File: config.mk
export PLATFORM = sky130hd
export DESIGN_NAME = quad_lockin_demod
export DESIGN_NICKNAME = d
export VERILOG_FILES = /design/src/rtl/ultrasound_pkg.sv /design/src/rtl/lockin_mac.sv /design/src/rtl/quad_lockin_demod.sv
export SDC_FILE = /design/constraint.sdc
export NUM_CORES = 1
export LEC_CHECK = 0
export CORE_ASPECT_RATIO = 0.9
export CORE_MARGIN = 3
export CORE_UTILIZATION = 56
export DETAILED_ROUTE_END_ITERATION = 8
export HOLD_SLACK_MARGIN = 0.12
export PLACE_DENSITY_LB_ADDON = 0.08
export SYNTH_ARGS = -nofsm -noshare
export SYNTH_HDL_FRONTEND = slang
export SYNTH_SLANG_ARGS = --single-unit
File: constraint.sdc
create_clock -name clk_50M -period 3.45 [get_ports clk_50M]
set_input_delay 0.5175 -clock clk_50M [delete_from_list [all_inputs] [get_ports clk_50M]]
set_output_delay 0.5175 -clock clk_50M [all_outputs]
set_load 0.01 [all_outputs]
File: src/rtl/ultrasound_pkg.sv
// rtl/ultrasound_pkg.sv - shared types, defaults and helpers for the ultrasound receive path
//
// Purpose : demodulator state encoding, default sample/accumulator widths and
//           a sign-extension helper used by the accumulators.
// Ports   : none (package).
package ultrasound_pkg;

   localparam int DATA_W_DEF = 12;
   localparam int ACC_W_DEF  = 40;

   typedef enum logic [1:0] {
      ST_IDLE = 2'd0,
      ST_ARM  = 2'd1,
      ST_ACC  = 2'd2,
      ST_DONE = 2'd3
   } lockin_state_t;

   // Sign-extends the low data_w bits of data to 64 bits; callers truncate
   // the result to their accumulator width.
   function automatic logic [63:0] sext(input logic [63:0] data, input int unsigned data_w);
      return 64'($signed(data << (64 - data_w)) >>> (64 - data_w));
   endfunction

endpackage

File: src/rtl/lockin_mac.sv
// rtl/lockin_mac.sv - signed +/- add accumulator with clear and enable
//
// Purpose : acc += pos ? +data : -data when en, cleared by clr.
// Ports   : clk_50M, rst_n (async active-low), clr, en, pos (sign select),
//           data [DATA_W] signed sample, acc [ACC_W] signed running sum.
module lockin_mac
   import ultrasound_pkg::*;
#(
   parameter int DATA_W = DATA_W_DEF,
   parameter int ACC_W  = ACC_W_DEF
) (
   input  logic                     clk_50M,
   input  logic                     rst_n,
   input  logic                     clr,
   input  logic                     en,
   input  logic                     pos,
   input  logic signed [DATA_W-1:0] data,
   output logic signed [ACC_W-1:0]  acc
);

   logic signed [ACC_W-1:0] ext;

   // Extending before negating keeps the most negative sample exact.
   assign ext = ACC_W'(sext(64'(data), DATA_W));

   always_ff @(posedge clk_50M or negedge rst_n) begin
      if (!rst_n) begin
         acc <= '0;
      end else if (clr) begin
         acc <= '0;
      end else if (en) begin
         acc <= pos ? acc + ext : acc - ext;
      end
   end

endmodule

File: src/rtl/quad_lockin_demod.sv
// rtl/quad_lockin_demod.sv - square-wave quadrature lock-in demodulator
//
// Purpose : integrates +/-adc_data into I and Q sums over NUM_PERIODS whole
//           periods of ref_0deg, starting at a rising edge of ref_0deg.
// Ports   : clk_50M, rst_n (async active-low); ref_0deg, ref_90deg references;
//           adc_data/adc_valid samples; start request; busy; i_sum, q_sum,
//           sample_cnt results with result_valid pulse; timeout_err pulse.
module quad_lockin_demod
   import ultrasound_pkg::*;
#(
   parameter int DATA_W      = DATA_W_DEF,
   parameter int ACC_W       = ACC_W_DEF,
   parameter int NUM_PERIODS = 16,
   parameter int TIMEOUT_CYC = 1_000_000,
   parameter int CNT_W       = 32
) (
   input  logic                     clk_50M,
   input  logic                     rst_n,
   input  logic                     ref_0deg,
   input  logic                     ref_90deg,
   input  logic signed [DATA_W-1:0] adc_data,
   input  logic                     adc_valid,
   input  logic                     start,
   output logic                     busy,
   output logic signed [ACC_W-1:0]  i_sum,
   output logic signed [ACC_W-1:0]  q_sum,
   output logic [CNT_W-1:0]         sample_cnt,
   output logic                     result_valid,
   output logic                     timeout_err
);

   localparam int PER_W = $clog2(NUM_PERIODS + 1);
   localparam int TMO_W = $clog2(TIMEOUT_CYC + 1);
   localparam logic [PER_W-1:0] LAST_PER = PER_W'(NUM_PERIODS - 1);
   localparam logic [TMO_W-1:0] TMO_LAST = TMO_W'(TIMEOUT_CYC - 1);

   lockin_state_t           state_q, state_d;
   logic                    ref_0deg_q;
   logic                    rise;
   logic [PER_W-1:0]        period_cnt;
   logic [TMO_W-1:0]        tmo_cnt;
   logic [CNT_W-1:0]        cnt_acc;
   logic                    in_window;
   logic                    close_win;
   logic                    tmo_hit;
   logic                    clr;
   logic                    mac_en;
   logic signed [ACC_W-1:0] acc_i, acc_q;

   assign rise   = ref_0deg & ~ref_0deg_q;
   assign clr    = (state_q == ST_IDLE);
   assign mac_en = in_window & adc_valid;

   assign busy         = (state_q == ST_ARM) || (state_q == ST_ACC);
   assign result_valid = (state_q == ST_DONE);

   // A rise always restarts the timeout, so it wins over an expiring count.
   always_comb begin
      state_d   = state_q;
      in_window = 1'b0;
      close_win = 1'b0;
      tmo_hit   = 1'b0;
      case (state_q)
         ST_IDLE: begin
            if (start) state_d = ST_ARM;
         end
         ST_ARM: begin
            if (rise) begin
               in_window = 1'b1;
               state_d   = ST_ACC;
            end else if (tmo_cnt == TMO_LAST) begin
               tmo_hit = 1'b1;
               state_d = ST_IDLE;
            end
         end
         ST_ACC: begin
            if (rise && period_cnt == LAST_PER) begin
               // Closing edge belongs to the next period: not accumulated.
               close_win = 1'b1;
               state_d   = ST_DONE;
            end else begin
               in_window = 1'b1;
               if (!rise && tmo_cnt == TMO_LAST) begin
                  tmo_hit = 1'b1;
                  state_d = ST_IDLE;
               end
            end
         end
         ST_DONE: state_d = ST_IDLE;
         default: state_d = ST_IDLE;
      endcase
   end

   always_ff @(posedge clk_50M or negedge rst_n) begin
      if (!rst_n) begin
         state_q     <= ST_IDLE;
         ref_0deg_q  <= 1'b0;
         period_cnt  <= '0;
         tmo_cnt     <= '0;
         cnt_acc     <= '0;
         i_sum       <= '0;
         q_sum       <= '0;
         sample_cnt  <= '0;
         timeout_err <= 1'b0;
      end else begin
         state_q     <= state_d;
         ref_0deg_q  <= ref_0deg;
         timeout_err <= tmo_hit;

         if (state_q == ST_IDLE || rise) tmo_cnt <= '0;
         else if (busy)                  tmo_cnt <= tmo_cnt + TMO_W'(1);

         if (state_q == ST_IDLE || (state_q == ST_ARM && rise)) period_cnt <= '0;
         else if (state_q == ST_ACC && rise && !close_win)      period_cnt <= period_cnt + PER_W'(1);

         if (clr)         cnt_acc <= '0;
         else if (mac_en) cnt_acc <= cnt_acc + CNT_W'(1);

         if (close_win) begin
            i_sum      <= acc_i;
            q_sum      <= acc_q;
            sample_cnt <= cnt_acc;
         end
      end
   end

   lockin_mac #(.DATA_W(DATA_W), .ACC_W(ACC_W)) u_mac_i (
      .clk_50M (clk_50M),
      .rst_n   (rst_n),
      .clr     (clr),
      .en      (mac_en),
      .pos     (ref_0deg),
      .data    (adc_data),
      .acc     (acc_i)
   );

   lockin_mac #(.DATA_W(DATA_W), .ACC_W(ACC_W)) u_mac_q (
      .clk_50M (clk_50M),
      .rst_n   (rst_n),
      .clr     (clr),
      .en      (mac_en),
      .pos     (ref_90deg),
      .data    (adc_data),
      .acc     (acc_q)
   );

endmodule

==> summary.md <==
| Metric | Value |
|---|---|
| Hold Path Depth | 5 |
| YS warnings | 0 |
| RePlAce Congestion | about 0.96 |
| DRT Pass-1 Iters | 5 |
| Peak VDD IR | 0.4021 mV |
| Worst setup margin | -0.5531 ns |
| Most common flop cell mapped by yosys | dfrtp_1 |
| Top cells by area, synth | dfrtp_1 (42%), mux2_2 (8.1%), ha_1 (8.0%) |
| Routed WL | between 40 and 50 mm |
| Vias in the first global route | 14.68k |
| Clock sink total | ~250 |
| Gr usage total | 0.3137 |
| Area growth syn-to-layout | 45.43% |
| Nets | 2,211 |
| Fmax achieved | 249.8 MHz |
| Failing checks | setup timing |
| # fillers | 1,486 |
| Starting Density | 0.5768 |
| Pin count of the biggest net entering global routing | 92 |
| Post-layout power | 11.54 mW |
| Worst path required time | just under 4 ns |
| Mapped Cells | between 1.5k and 2k |
| Root buf cell | clkbuf_16 |
| Final TNS setup | -15.82 ns |
| Via density | 5.857 |
| Run status | finished with violations |
| Clk_lat worst skew | 0.54 ns |
| Final hold vios | 0 |
| Die width | 179.9 µm |
| Worst-path fanout max | 4 |
| Setup-failing EPs final | 56 |
| Crit path DAT | roughly 4.4 ns |
| Total grt overflow | 0 |
| Final Cycle Share | 1.160 |
| Syn Nets | 1,734 |
| Worst r2r path cells | 13 |
| R2r endpoint | u_mac_i.acc[34]$_DFFE_PN0P_ |
| Synth Cell Area | 15,240 µm² |
| CTS HTree Levels | 1 |
| Synth top area share | 0.4155 |
| Total CTS buffers | 25 |
| CP endpoint kind | flop |
| Core area | 26,420 µm² |
| Final Slew Violations | 0 |
| DRC | 0 |
| CTS max path bufs | 3 |
| Worst hold start | adc_data[0] |
| Ports | 133 |
| Clock transition at the registers of the reported paths | 0.06 ns |
| Clock tree from TritonCTS | done |
| HP Class | primary input to flop |
| Die Area | 29,230 µm² |
| DRT iter0 DRCs | ~1.1k |
| Synthesized area per cell | 9.423 µm² |
| Minimum clock period | 4.003 ns |
| Number of synthesized register bits | 253 |
| Buffers added on ports | 132 |
| Worst Setup Path Type | primary input to flop |
| Worst hold slack | ~0.46 ns |
| Power Dens Cells | 520.5 nW/µm² |
| WL per Instance | 19.22 µm |
| Commonest cells post-synth | dfrtp_1 (253), nand2_1 (195), a21oi_1 (147) |
| Worst R2R Start | u_mac_i.acc[0]$_DFFE_PN0P_ |
| Initial antenna violation count | 2 |
| DP HPWL | 31.95 mm |
| Most numerous cell in the Yosys netlist | dfrtp_1 |
| Reg-to-reg slack, setup | 0.41 ns |
| Number of synthesized flops with an enable pin | 0 |
| Unique masters post-synth | 77 |
| Via count | between 10k and 15k |
| Register area share after synthesis | 0.4155 |
| Die Y | 162.5 µm |
| Post-route ant nets | 0 |
| Post-synth top area cell | dfrtp_1 |
| Clock skew | 0.008627 ns |
| Max Cap Violations | 0 |
| RSZ-0062 raised after global routing | yes |
| LEAKAGE | 10.57 nW |
| WHS Endpoint | u_mac_i.acc[0]$_DFFE_PN0P_ |
| CP Launch Type | primary input |
| Async SR Flop Fraction | 1.000 |
| First-pass GRT wire length | roughly 76 mm |
| Fraction of layout cells with a size suffix above 1 | 0.3677 |
| # rows | 56 |
| Max_slew headroom | 0.5321 |
| Worst slew pin tran | 0.7019 ns |
[per-layer routing]
metal  vias to the layer above  track usage  wire length, µm
li1                       6689            -                -
met1                      7123       0.4291            20240
met2                       503       0.5279            22790
met3                       117      0.04042             2805
met4                         0      0.09490             1536
met5                         -            0                0
[worst max-delay path, stage by stage]
cell and delay, ns:
buf_8 0.10, or3_4 0.41, nor3_4 0.20, nor3b_4 0.22, nor3b_4 0.25, nor3b_4 0.26
inv_2 0.07, ha_4 0.23, buf_6 0.12, a21oi_4 0.11, ha_2 0.20, a21o_4 0.14
a21oi_2 0.04, nor3_2 0.19, nand2b_1 0.15, o211ai_1 0.15, a31oi_2 0.37, a31oi_1 0.16
xnor2_1 0.23, a21oi_1 0.09, a31o_2 0.24
[cell type report]
class | count | area (µm²) | area share
Timing Repair Buffer | 521 | 4444 | 0.2006
Tap cell | 348 | 435.4 | 0.01965
Antenna cell | 3 | 7.507 | 0.0003388
Sequential cell | 253 | 6331 | 0.2857
Clock buffer | 35 | 713.2 | 0.03218
Inverter | 51 | 193.9 | 0.008752
Multi-Input combinational cell | 1242 | 9844 | 0.4442
Clock inverter | 11 | 190.2 | 0.008582
[where the power goes]
| group | switching, mW | total, mW | internal [mW] |
|---|---|---|---|
| registers | 0.283 | 3.47 | 3.19 |
| clock network | 1.19 | 3.00 | 1.82 |
| logic | 2.74 | 5.06 | 2.32 |
| total | 4.21 | 11.5 | 7.33 |
[cells by family after synthesis]
logic type	count (synthesis)	synth area share
adders and majority gates	99	0.08228
and+or+nand+nor	497	0.1502
muxes	112	0.08253
AOI/OAI and AO/OA	406	0.1653
xor gates and xnor gates	128	0.07358
buffers and inverters	122	0.03063
DFF	253	0.4155
[cell usage in the layout, fill, tap and decap left out, types with 9 or more instances in the layout]
| cell type | synthesis | layout |
|---|---|---|
| and3_1 | 18 | 15 |
| xnor2_2 | 0 | 9 |
| a21oi_2 | 1 | 42 |
| dfrtp_1 | 253 | 253 |
| a211oi_2 | 1 | 10 |
| o21ai_0 | 102 | 47 |
| nand4_1 | 26 | 26 |
| a21o_1 | 50 | 48 |
| xnor2_1 | 53 | 43 |
| o21bai_1 | 14 | 12 |
| or3_1 | 13 | 9 |
| o21ai_1 | 6 | 33 |
| ha_1 | 97 | 66 |
| xor2_1 | 75 | 73 |
| a21oi_4 | 1 | 20 |
| o21a_1 | 9 | 9 |
| nor2b_1 | 10 | 9 |
| nand3_1 | 47 | 43 |
| mux2_2 | 109 | 109 |
| buf_6 | 0 | 36 |
| o21ai_2 | 2 | 25 |
| buf_4 | 0 | 347 |
| a21oi_1 | 147 | 87 |
| nand2_1 | 195 | 186 |
| nor3_1 | 24 | 15 |
| nor2_1 | 119 | 109 |
| ha_4 | 0 | 24 |
| clkbuf_16 | 0 | 25 |
| inv_1 | 50 | 46 |
| clkdlybuf4s50_1 | 0 | 125 |
[registers in the layout, summed over array words and instances, names as in the netlist]
register     count
i_sum           40
q_sum           40
u_mac_i.acc     40
u_mac_q.acc     40
cnt_acc         32
sample_cnt      32
tmo_cnt         20
period_cnt       5
state_q          2
ref_0deg_q       1
timeout_err      1
[timing repair]
item	CTS	global route
resized for setup	197	120
hold buffers	1	0
pin swaps	144	110
setup buffers	56	21
setup endpoints to repair	59	57
endpoints found under the hold margin	69	0
[per-stage QoR]
| stage | util | worst slack [ns] | instance area (µm²) | cells |
|---|---|---|---|---|
| CTS | 0.8107 | -0.5421 | 21420 | 2443 |
| global placement | 0.7312 | -1.487 | 19310 | 2340 |
| global route | 0.8388 | -0.7227 | 22160 | 2463 |
| detailed placement | 0.7312 | -1.571 | 19310 | 2340 |
| floorplan | - | -0.8853 | 15430 | 1617 |
| finish | 0.8389 | -0.5531 | 22160 | 2464 |
[how the worst max path moves through the flow]
stage / from / slack [ns] / to
3_3_place_gp: adc_data[1] / -1.49 / u_mac_q.acc[39]$_DFFE_PN0P_
6_report: adc_data[0] / -0.55 / u_mac_q.acc[39]$_DFFE_PN0P_
4_1_cts: adc_data[1] / -0.54 / u_mac_i.acc[39]$_DFFE_PN0P_
3_5_place_dp: adc_data[1] / -1.57 / u_mac_q.acc[39]$_DFFE_PN0P_
5_1_grt: adc_data[0] / -0.72 / u_mac_q.acc[39]$_DFFE_PN0P_
2_1_floorplan: adc_data[1] / -0.89 / u_mac_q.acc[39]$_DFFE_PN0P_
Power figures use the tool's default switching activity.
